**config.mk**
```make
export PLATFORM = sky130hd
export DESIGN_NAME = axis_msg_parser
export DESIGN_NICKNAME = d
export VERILOG_FILES = /design/src/rtl/fin_pkg.sv /design/src/rtl/sat_counter.sv /design/src/rtl/axis_msg_parser.sv
export SDC_FILE = /design/constraint.sdc
export NUM_CORES = 1
export LEC_CHECK = 0
export CAP_MARGIN = 0
export CELL_PAD_IN_SITES_DETAIL_PLACEMENT = 1
export CELL_PAD_IN_SITES_GLOBAL_PLACEMENT = 2
export CORE_MARGIN = 1.5
export CORE_UTILIZATION = 39
export DETAILED_ROUTE_END_ITERATION = 6
export DONT_BUFFER_PORTS = 1
export HOLD_SLACK_MARGIN = 0.1
export PLACE_DENSITY_LB_ADDON = 0.2
export SYNTH_ARGS = -nofsm -noshare
export SYNTH_HDL_FRONTEND = slang
export SYNTH_SLANG_ARGS = --single-unit
```
**constraint.sdc**
```tcl
create_clock -name clk -period 4.3 [get_ports clk]
set_clock_uncertainty 0.05 [all_clocks]
set_input_delay 0.215 -clock clk [delete_from_list [all_inputs] [get_ports clk]]
set_output_delay 0.215 -clock clk [all_outputs]
set_load 0.01 [all_outputs]
```
**src/rtl/fin_pkg.sv**
```systemverilog
// Shared types for the market-data message parser.
//   parser_state_e : parser FSM states
//   MSG_*          : accepted message-type bytes
//   fin_rec_t      : one parsed order record as presented downstream
package fin_pkg;

    localparam int unsigned BEAT_W = 64;

    localparam logic [7:0] MSG_ADD  = 8'h41;  // 'A'
    localparam logic [7:0] MSG_DEL  = 8'h44;  // 'D'
    localparam logic [7:0] MSG_EXEC = 8'h45;  // 'E'

    typedef enum logic [2:0] {
        ST_HDR,
        ST_PRICE,
        ST_QTY,
        ST_EMIT,
        ST_DISCARD
    } parser_state_e;

    typedef struct packed {
        logic [7:0]  msg_type;
        logic        side;
        logic [15:0] symbol;
        logic [31:0] seq;
        logic [63:0] price;
        logic [31:0] qty;
        logic [31:0] order_id;
        logic        seq_gap;
    } fin_rec_t;

    function automatic logic is_valid_type(input logic [7:0] t);
        return (t == MSG_ADD) || (t == MSG_DEL) || (t == MSG_EXEC);
    endfunction

endpackage

```
**src/rtl/sat_counter.sv**
```systemverilog
// Saturating up-counter.
//   clk   : rising-edge clock
//   rst   : synchronous active-high clear
//   inc   : count one event this cycle
//   count : current value, sticks at all-ones
module sat_counter #(
    parameter int unsigned W = 16
) (
    input  logic         clk,
    input  logic         rst,
    input  logic         inc,
    output logic [W-1:0] count
);

    localparam logic [W-1:0] MAX = {W{1'b1}};

    always_ff @(posedge clk) begin
        if (rst) begin
            count <= '0;
        end else if (inc && (count != MAX)) begin
            count <= count + W'(1);
        end
    end

endmodule

```
**src/rtl/axis_msg_parser.sv**
```systemverilog
// Parses 3-beat AXI-Stream order messages into one record per message.
//   clk, rst          : clock, synchronous active-high reset
//   s_tdata/tvalid/tlast/tready : upstream AXIS beat stream
//   m_valid/m_ready   : downstream record handshake
//   m_type..m_order_id: parsed record fields, held while m_valid && !m_ready
//   m_seq_gap         : record sequence number differs from the expected one
//   err_cnt           : saturating count of dropped messages
module axis_msg_parser
    import fin_pkg::*;
#(
    parameter int unsigned WIDTH = 64,
    parameter int unsigned ERR_W = 16
) (
    input  logic             clk,
    input  logic             rst,
    input  logic [WIDTH-1:0] s_tdata,
    input  logic             s_tvalid,
    input  logic             s_tlast,
    output logic             s_tready,
    output logic             m_valid,
    input  logic             m_ready,
    output logic [7:0]       m_type,
    output logic             m_side,
    output logic [15:0]      m_symbol,
    output logic [31:0]      m_seq,
    output logic [63:0]      m_price,
    output logic [31:0]      m_qty,
    output logic [31:0]      m_order_id,
    output logic             m_seq_gap,
    output logic [ERR_W-1:0] err_cnt
);

    generate
        if (WIDTH != BEAT_W) begin : g_width_check
            $error("axis_msg_parser: WIDTH must be 64");
        end
    endgenerate

    parser_state_e state;
    fin_rec_t      rec_q;

    logic [7:0]  hdr_type;
    logic        hdr_side;
    logic [15:0] hdr_symbol;
    logic [31:0] hdr_seq;
    logic [63:0] price_q;
    logic [31:0] expected_seq;
    logic        seen_first;

    logic accept_c;
    logic err_inc_c;
    logic unused_hdr_bits;

    assign accept_c        = s_tvalid && s_tready;
    assign unused_hdr_bits = ^s_tdata[55:49];

    // One drop event per message: bad type, early tlast, or missing tlast on beat2.
    always_comb begin
        err_inc_c = 1'b0;
        if (accept_c) begin
            case (state)
                ST_HDR:   err_inc_c = !is_valid_type(s_tdata[63:56]) || s_tlast;
                ST_PRICE: err_inc_c = s_tlast;
                ST_QTY:   err_inc_c = !s_tlast;
                default:  err_inc_c = 1'b0;
            endcase
        end
    end

    // Parser FSM with registered handshake outputs and record.
    always_ff @(posedge clk) begin
        if (rst) begin
            state        <= ST_HDR;
            s_tready     <= 1'b0;
            m_valid      <= 1'b0;
            rec_q        <= '0;
            hdr_type     <= '0;
            hdr_side     <= 1'b0;
            hdr_symbol   <= '0;
            hdr_seq      <= '0;
            price_q      <= '0;
            expected_seq <= '0;
            seen_first   <= 1'b0;
        end else begin
            s_tready <= 1'b1;
            case (state)
                ST_HDR: begin
                    if (accept_c) begin
                        if (!is_valid_type(s_tdata[63:56])) begin
                            state <= s_tlast ? ST_HDR : ST_DISCARD;
                        end else if (s_tlast) begin
                            state <= ST_HDR;
                        end else begin
                            hdr_type   <= s_tdata[63:56];
                            hdr_side   <= s_tdata[48];
                            hdr_symbol <= s_tdata[47:32];
                            hdr_seq    <= s_tdata[31:0];
                            state      <= ST_PRICE;
                        end
                    end
                end
                ST_PRICE: begin
                    if (accept_c) begin
                        if (s_tlast) begin
                            state <= ST_HDR;
                        end else begin
                            price_q <= s_tdata[63:0];
                            state   <= ST_QTY;
                        end
                    end
                end
                ST_QTY: begin
                    if (accept_c) begin
                        if (s_tlast) begin
                            rec_q.msg_type <= hdr_type;
                            rec_q.side     <= hdr_side;
                            rec_q.symbol   <= hdr_symbol;
                            rec_q.seq      <= hdr_seq;
                            rec_q.price    <= price_q;
                            rec_q.qty      <= s_tdata[63:32];
                            rec_q.order_id <= s_tdata[31:0];
                            rec_q.seq_gap  <= seen_first && (hdr_seq != expected_seq);
                            expected_seq   <= hdr_seq + 32'd1;
                            seen_first     <= 1'b1;
                            m_valid        <= 1'b1;
                            s_tready       <= 1'b0;
                            state          <= ST_EMIT;
                        end else begin
                            state <= ST_DISCARD;
                        end
                    end
                end
                ST_EMIT: begin
                    if (m_ready) begin
                        m_valid <= 1'b0;
                        state   <= ST_HDR;
                    end else begin
                        s_tready <= 1'b0;
                    end
                end
                ST_DISCARD: begin
                    if (accept_c && s_tlast) begin
                        state <= ST_HDR;
                    end
                end
                default: state <= ST_HDR;
            endcase
        end
    end

    assign m_type     = rec_q.msg_type;
    assign m_side     = rec_q.side;
    assign m_symbol   = rec_q.symbol;
    assign m_seq      = rec_q.seq;
    assign m_price    = rec_q.price;
    assign m_qty      = rec_q.qty;
    assign m_order_id = rec_q.order_id;
    assign m_seq_gap  = rec_q.seq_gap;

    sat_counter #(
        .W(ERR_W)
    ) u_err_cnt (
        .clk  (clk),
        .rst  (rst),
        .inc  (err_inc_c),
        .count(err_cnt)
    );

endmodule

```
Word level (Yosys, flattened, before mapping)
Cells that the tools add are included.
{ "classes": {"addsub": 2, "n_eq_ne": 15, "n_mux": 21, "bitwise_logic": 1, "reduce_logical": 16} }
{ "op_table": {"columns": ["op", "n"], "rows": [
  ["$add 32x1->32 const B", 1],
  ["$ne 32x32->1", 1],
  ["$eq 8x7->1 const B", 3],
  ["$mux 3", 8],
  ["$add 16x1->16 const B", 1],
  ["$ne 16x16->1 const B", 1],
  ["$pmux 3 s5", 1],
  ["$ne 2x2->1 const B", 6],
  ["$mux 1", 8],
  ["$reduce_and 4->1", 2],
  ["$eq 3x2->1 const B", 2],
  ["$reduce_and 3->1", 2],
  ["$reduce_and 5->1", 1],
  ["$logic_and 1x1->1", 4],
  ["$pmux 1 s2", 2],
  ["$eq 3x1->1 const B", 1],
  ["$eq 3x3->1 const B", 1],
  ["$logic_not 3->1", 1],
  ["$logic_or 1x1->1", 3],
  ["$pmux 1 s3", 1],
  ["$logic_not 1->1", 2],
  ["$mux 2", 1],
  ["$reduce_bool 2->1", 1],
  ["$not 1->1", 1]
]} }
{ "totals": {"reg_bits": 361, "input_bits": 69, "out_inout_bits": 204, "elab_cells": 74} }

Depth between registers and ports, before layout
{ "logic_depth": {"word_depth": 8, "mapped_depth": 8, "depth_no_buf": 6} }

Hierarchy
A second synthesis with hierarchy kept.
{ "hier_totals": {"hier_cells": 1702, "hier_area_um2": 13671.9} }
{ "by_module_without_submodules": {"columns": ["mod", "instances", "cells_each", "area_each_um2", "seq_area_each_um2"], "rows": [
  ["axis_msg_parser", 1, 1603, 12823.5, 6906.6],
  ["sat_counter", 1, 99, 848.3, 320.3]
]} }

Worst setup path before layout
OpenSTA, ideal clock, no wires.
{ "synth_path": {"kind": "reg2reg", "startpoint": "register u_err_cnt.count[0]", "endpoint": "register u_err_cnt.count[15]", "setup_time_ns": 0.123, "t_arrival_ns": 1.684, "required_ns": 4.127, "path_slack_ns": 2.443, "path_stages_with_launch": 9, "path_buffers": 2, "synth_period_minus_slack_ns": 1.857, "cell_sequence": "dfxtp_1 -> ha_1 -> nand2_1 -> or2_1 -> buf_2 -> nor4_2 -> buf_4 -> nor4_2 -> mux2_1"} }
{ "synth_between": {"elab_chain_cells": 2, "elab_cells_between_ends": 3, "classes_between": "add/sub: 1; eq/ne: 1; reduce/logical: 1"} }
{ "synth_lines": {"columns": ["element", "line_no", "text"], "rows": [
  ["from (decl)", "sat_counter.sv:12", "output logic [W-1:0] count"],
  ["from (signal assigned)", "sat_counter.sv:21", "count <= count + W'(1);"],
  ["branches (longest 2 deep; another with $add 16x1->16)", null, null]
]} }
Several ways; the timed one is not identified.
A chain may end at the register's enable or synchronous reset.

Worst setup path in the final report
{ "layout_path": {"startpoint": "register state[1]", "endpoint": "register hdr_seq[9]"} }
{ "layout_between": {"elab_chain_cells": 2} }
{ "layout_lines": {"columns": ["element", "line_no", "text"], "rows": [
  ["from (decl)", "axis_msg_parser.sv:39", "parser_state_e state;"],
  ["from (signal assigned)", "axis_msg_parser.sv:90", "state <= s_tlast ? ST_HDR : ST_DISCARD;"],
  ["$logic_not 3->1", "axis_msg_parser.sv:86", "case (state)"],
  ["$reduce_and 4->1 (no line)", null, null],
  ["to (signal assigned)", "axis_msg_parser.sv:97", "hdr_seq <= s_tdata[31:0];"],
  ["to (decl)", "axis_msg_parser.sv:45", "logic [31:0] hdr_seq;"]
]} }
No other way between the ends.

==> results.md <==
- Clk pin slew, worst setup/hold paths: 60 ps
- Via count: 12124
- Design Area, Final: 17200 µm²
- Status: finished clean
- Main synth FF type: dfxtp_1
- Die width: 192 µm
- Share of layout cells above drive strength 1: 5.60%
- Starting Density: 39.9%
- H-tree depth: 2
- Sink Count: 361
- Register area share after synthesis: 52.1%
- Ys async rst share: 0%
- CTS max path bufs: 3
- Die span in y: 192 µm
- Routability cong.: 0.771
- Most common cell after layout, fill and taps aside: nand2_1
- First-pass GRT wire length: 68500 µm
- Fmax: 301 MHz
- Pwr dens: 406 nW/µm²
- Max-Cap Viols: 0
- Hold_ws: 119 ps
- Total CTS buffers: 41
- Grt ovf: 0
- Total Negative Setup Slacks: 0 ps
- Worst path cell trace: nor4b_4 -> nand3_1 -> nor3_4 -> nand2_1 -> dlygate4sd3_1 -> a21oi_1 -> dlygate4sd3_1
- Final Slew Violations: 0
- Dpl cell area: 14000 µm²
- Drt first-iter violations: 635
- # port buffers: 0
- WP buf/inv: 2
- Cells after Synth: 1729
- Setup violations, final: 0
- CTS root buf: clkbuf_16
- R2r setup slk: 980 ps
- Synthesized area: 13900 µm²
- RSZ-0062 raised after global routing: no
- Maximum VDD drop: 0.240 mV
- Max FO, Critical Path: 18
- CP arrival: 3740 ps
- Rows: 68
- Synth area leaders: dfxtp_1, nand2_1, a21oi_1
- Drt first pass iters: 6
- Placeable core area: 34800 µm²
- Synthesized area per cell: 8.02 µm²
- Antenna violations before repair: 2
- CTS tree: yes
- Req. time, crit path: 4720 ps
- Yosys warnings: 0
- Kind of critical path: reg2reg
- Worst min path class: in2reg
- Postcts setup bufs: 0
- Drt total wl: 43500 µm
- Max-slew headroom: 34.3%
- CP Launch Type: flop
- Crit-path most repeated cell: dlygate4sd3_1
- Vias in the first global route: 12571
- Vias per cell: 5.24
- Crit path time final: 3320 ps
- Die area: 36700 µm²
- Final Util: 49.4%
- CP peak stage delay: 810 ps
- Synth area leader: dfxtp_1
- Highest-delay cell along the critical path: nor3_4
- Nets: 1898
- Most frequent cells in the layout: nand2_1, dfxtp_1, a21oi_1, dlygate4sd3_1, nor2_1
- Pleak: 5.94 nW
- ANT nets after route: 0
- Drc violations: 0
- Actual transition at the worst max-transition pin: 986 ps
- Distinct cell type count of the synthesized netlist: 54
- EDFF count, synth: 0
- Largest net degree at the start of global routing: 229
- Fillers: 4154
- Latest clock arrival within the worst-skew pair: 530 ps
- Fin crit share: 77.3%
- Layout area overhead: 23.9%
- I/O pin total: 273
- Post-DP HPWL: 25700 µm
- Wire length per cell: 18.8 µm
- Mapped Nets: 1800
- GRT Util Overall: 23.4%
- Flops & latches, synth: 361
- Hold Vio Cnt, Final: 0
- CP delay by family, top: simple AND/OR/NAND/NOR gates
- Post-synth top area share: 52.1%
- Crit end category: flop
==> flip-flops by register name, summed over array words and instances (netlist names), 3 cells and up <==
name and cells:
state 3, m_seq 32, m_price 64, u_err_cnt.count 16
m_symbol 16, hdr_seq 32, hdr_symbol 16, m_type 8
m_qty 32, hdr_type 8, expected_seq 32, price_q 64
m_order_id 32
==> power by group <==
part	internal, mW	leakage, nW	switching [mW]
combinational	0.0426	2.36	0.0722
sequential	3.35	2.91	0.00532
clock	2.13	0.677	1.38
==> worst paths after layout <==
kind,to,start,cells past startpoint
hold / removal,state[0],s_tlast,3
hold reg to reg,m_price[9],price_q[9],2
setup / recovery,hdr_seq[9],state[1],7
setup reg to reg,hdr_seq[9],state[1],7
==> synth_stat cells (2+ instances only) <==
cell,n
nor3_1,10
buf_1,6
or3_1,3
and4_1,6
xnor2_1,50
nor4_2,3
ha_1,2
inv_1,4
nand2_1,624
clkbuf_1,63
nor4_4,2
nor2_1,53
nand3_1,18
and3_1,7
mux2_1,4
a21oi_1,316
and2_1,6
xor2_1,10
buf_2,65
nand4_1,19
o31ai_1,9
or4_1,9
o21ai_0,2
a311oi_1,2
a211oi_1,22
or2_1,2
nor4_1,6
dfxtp_1,361
a211oi_2,6
mux2i_1,3
nand3b_1,2
nor2b_1,6
buf_4,7
==> worst min-delay path, stage by stage <==
cell and delay, ps:
and2_1 170, o21ai_0 110, a21oi_1 160
==> metal layers <==
metal / up-vias / track usage, % / wire length, µm
met2: 246 / 39.5 / 20800
met1: 5916 / 28.2 / 18200
li1: 5880 / - / -
met3: 80 / 7.42 / 3220
met5: - / 0 / 16
met4: 2 / 7.30 / 1200
==> metrics by stage <==
step                      cells  power (mW)  setup WS, ps
after floorplan            1729        3.49          2440
final                      2313        6.98           977
after global placement     2056        3.45          1700
after global routing       2313        7.21           753
after CTS                  2312        7.05           956
after detailed placement   2056        3.45          1690
==> kinds of logic after synthesis <==
logic type,count (synthesis),share of synthesized area [%]
compound gates,363,14.3
simple gates,789,24.3
fa+ha+maj,2,0.180
buf+inv,146,4.78
xor+xnor,60,3.79
mux,8,0.622
flops,361,52.1
==> what timing repair did <==
action | 4_1_cts | 5_1_grt
resized for setup | 0 | 0
endpoints found under the hold margin | 361 | 0
hold buffers | 183 | 0
==> area by class of cell <==
class / instances / area [µm²] / share of cell area (%)
diodes: 1 / 2.50 / 0.0146
multi-input cells: 1222 / 6020 / 35.0
clock inverters: 6 / 58.8 / 0.342
flip-flops and latches: 361 / 7230 / 42.0
inverters: 4 / 15.0 / 0.0873
well taps: 455 / 569 / 3.31
repair buffers: 197 / 1990 / 11.6
clock buffers: 67 / 1310 / 7.60
Note: power is estimated with default switching activity, not from simulation.
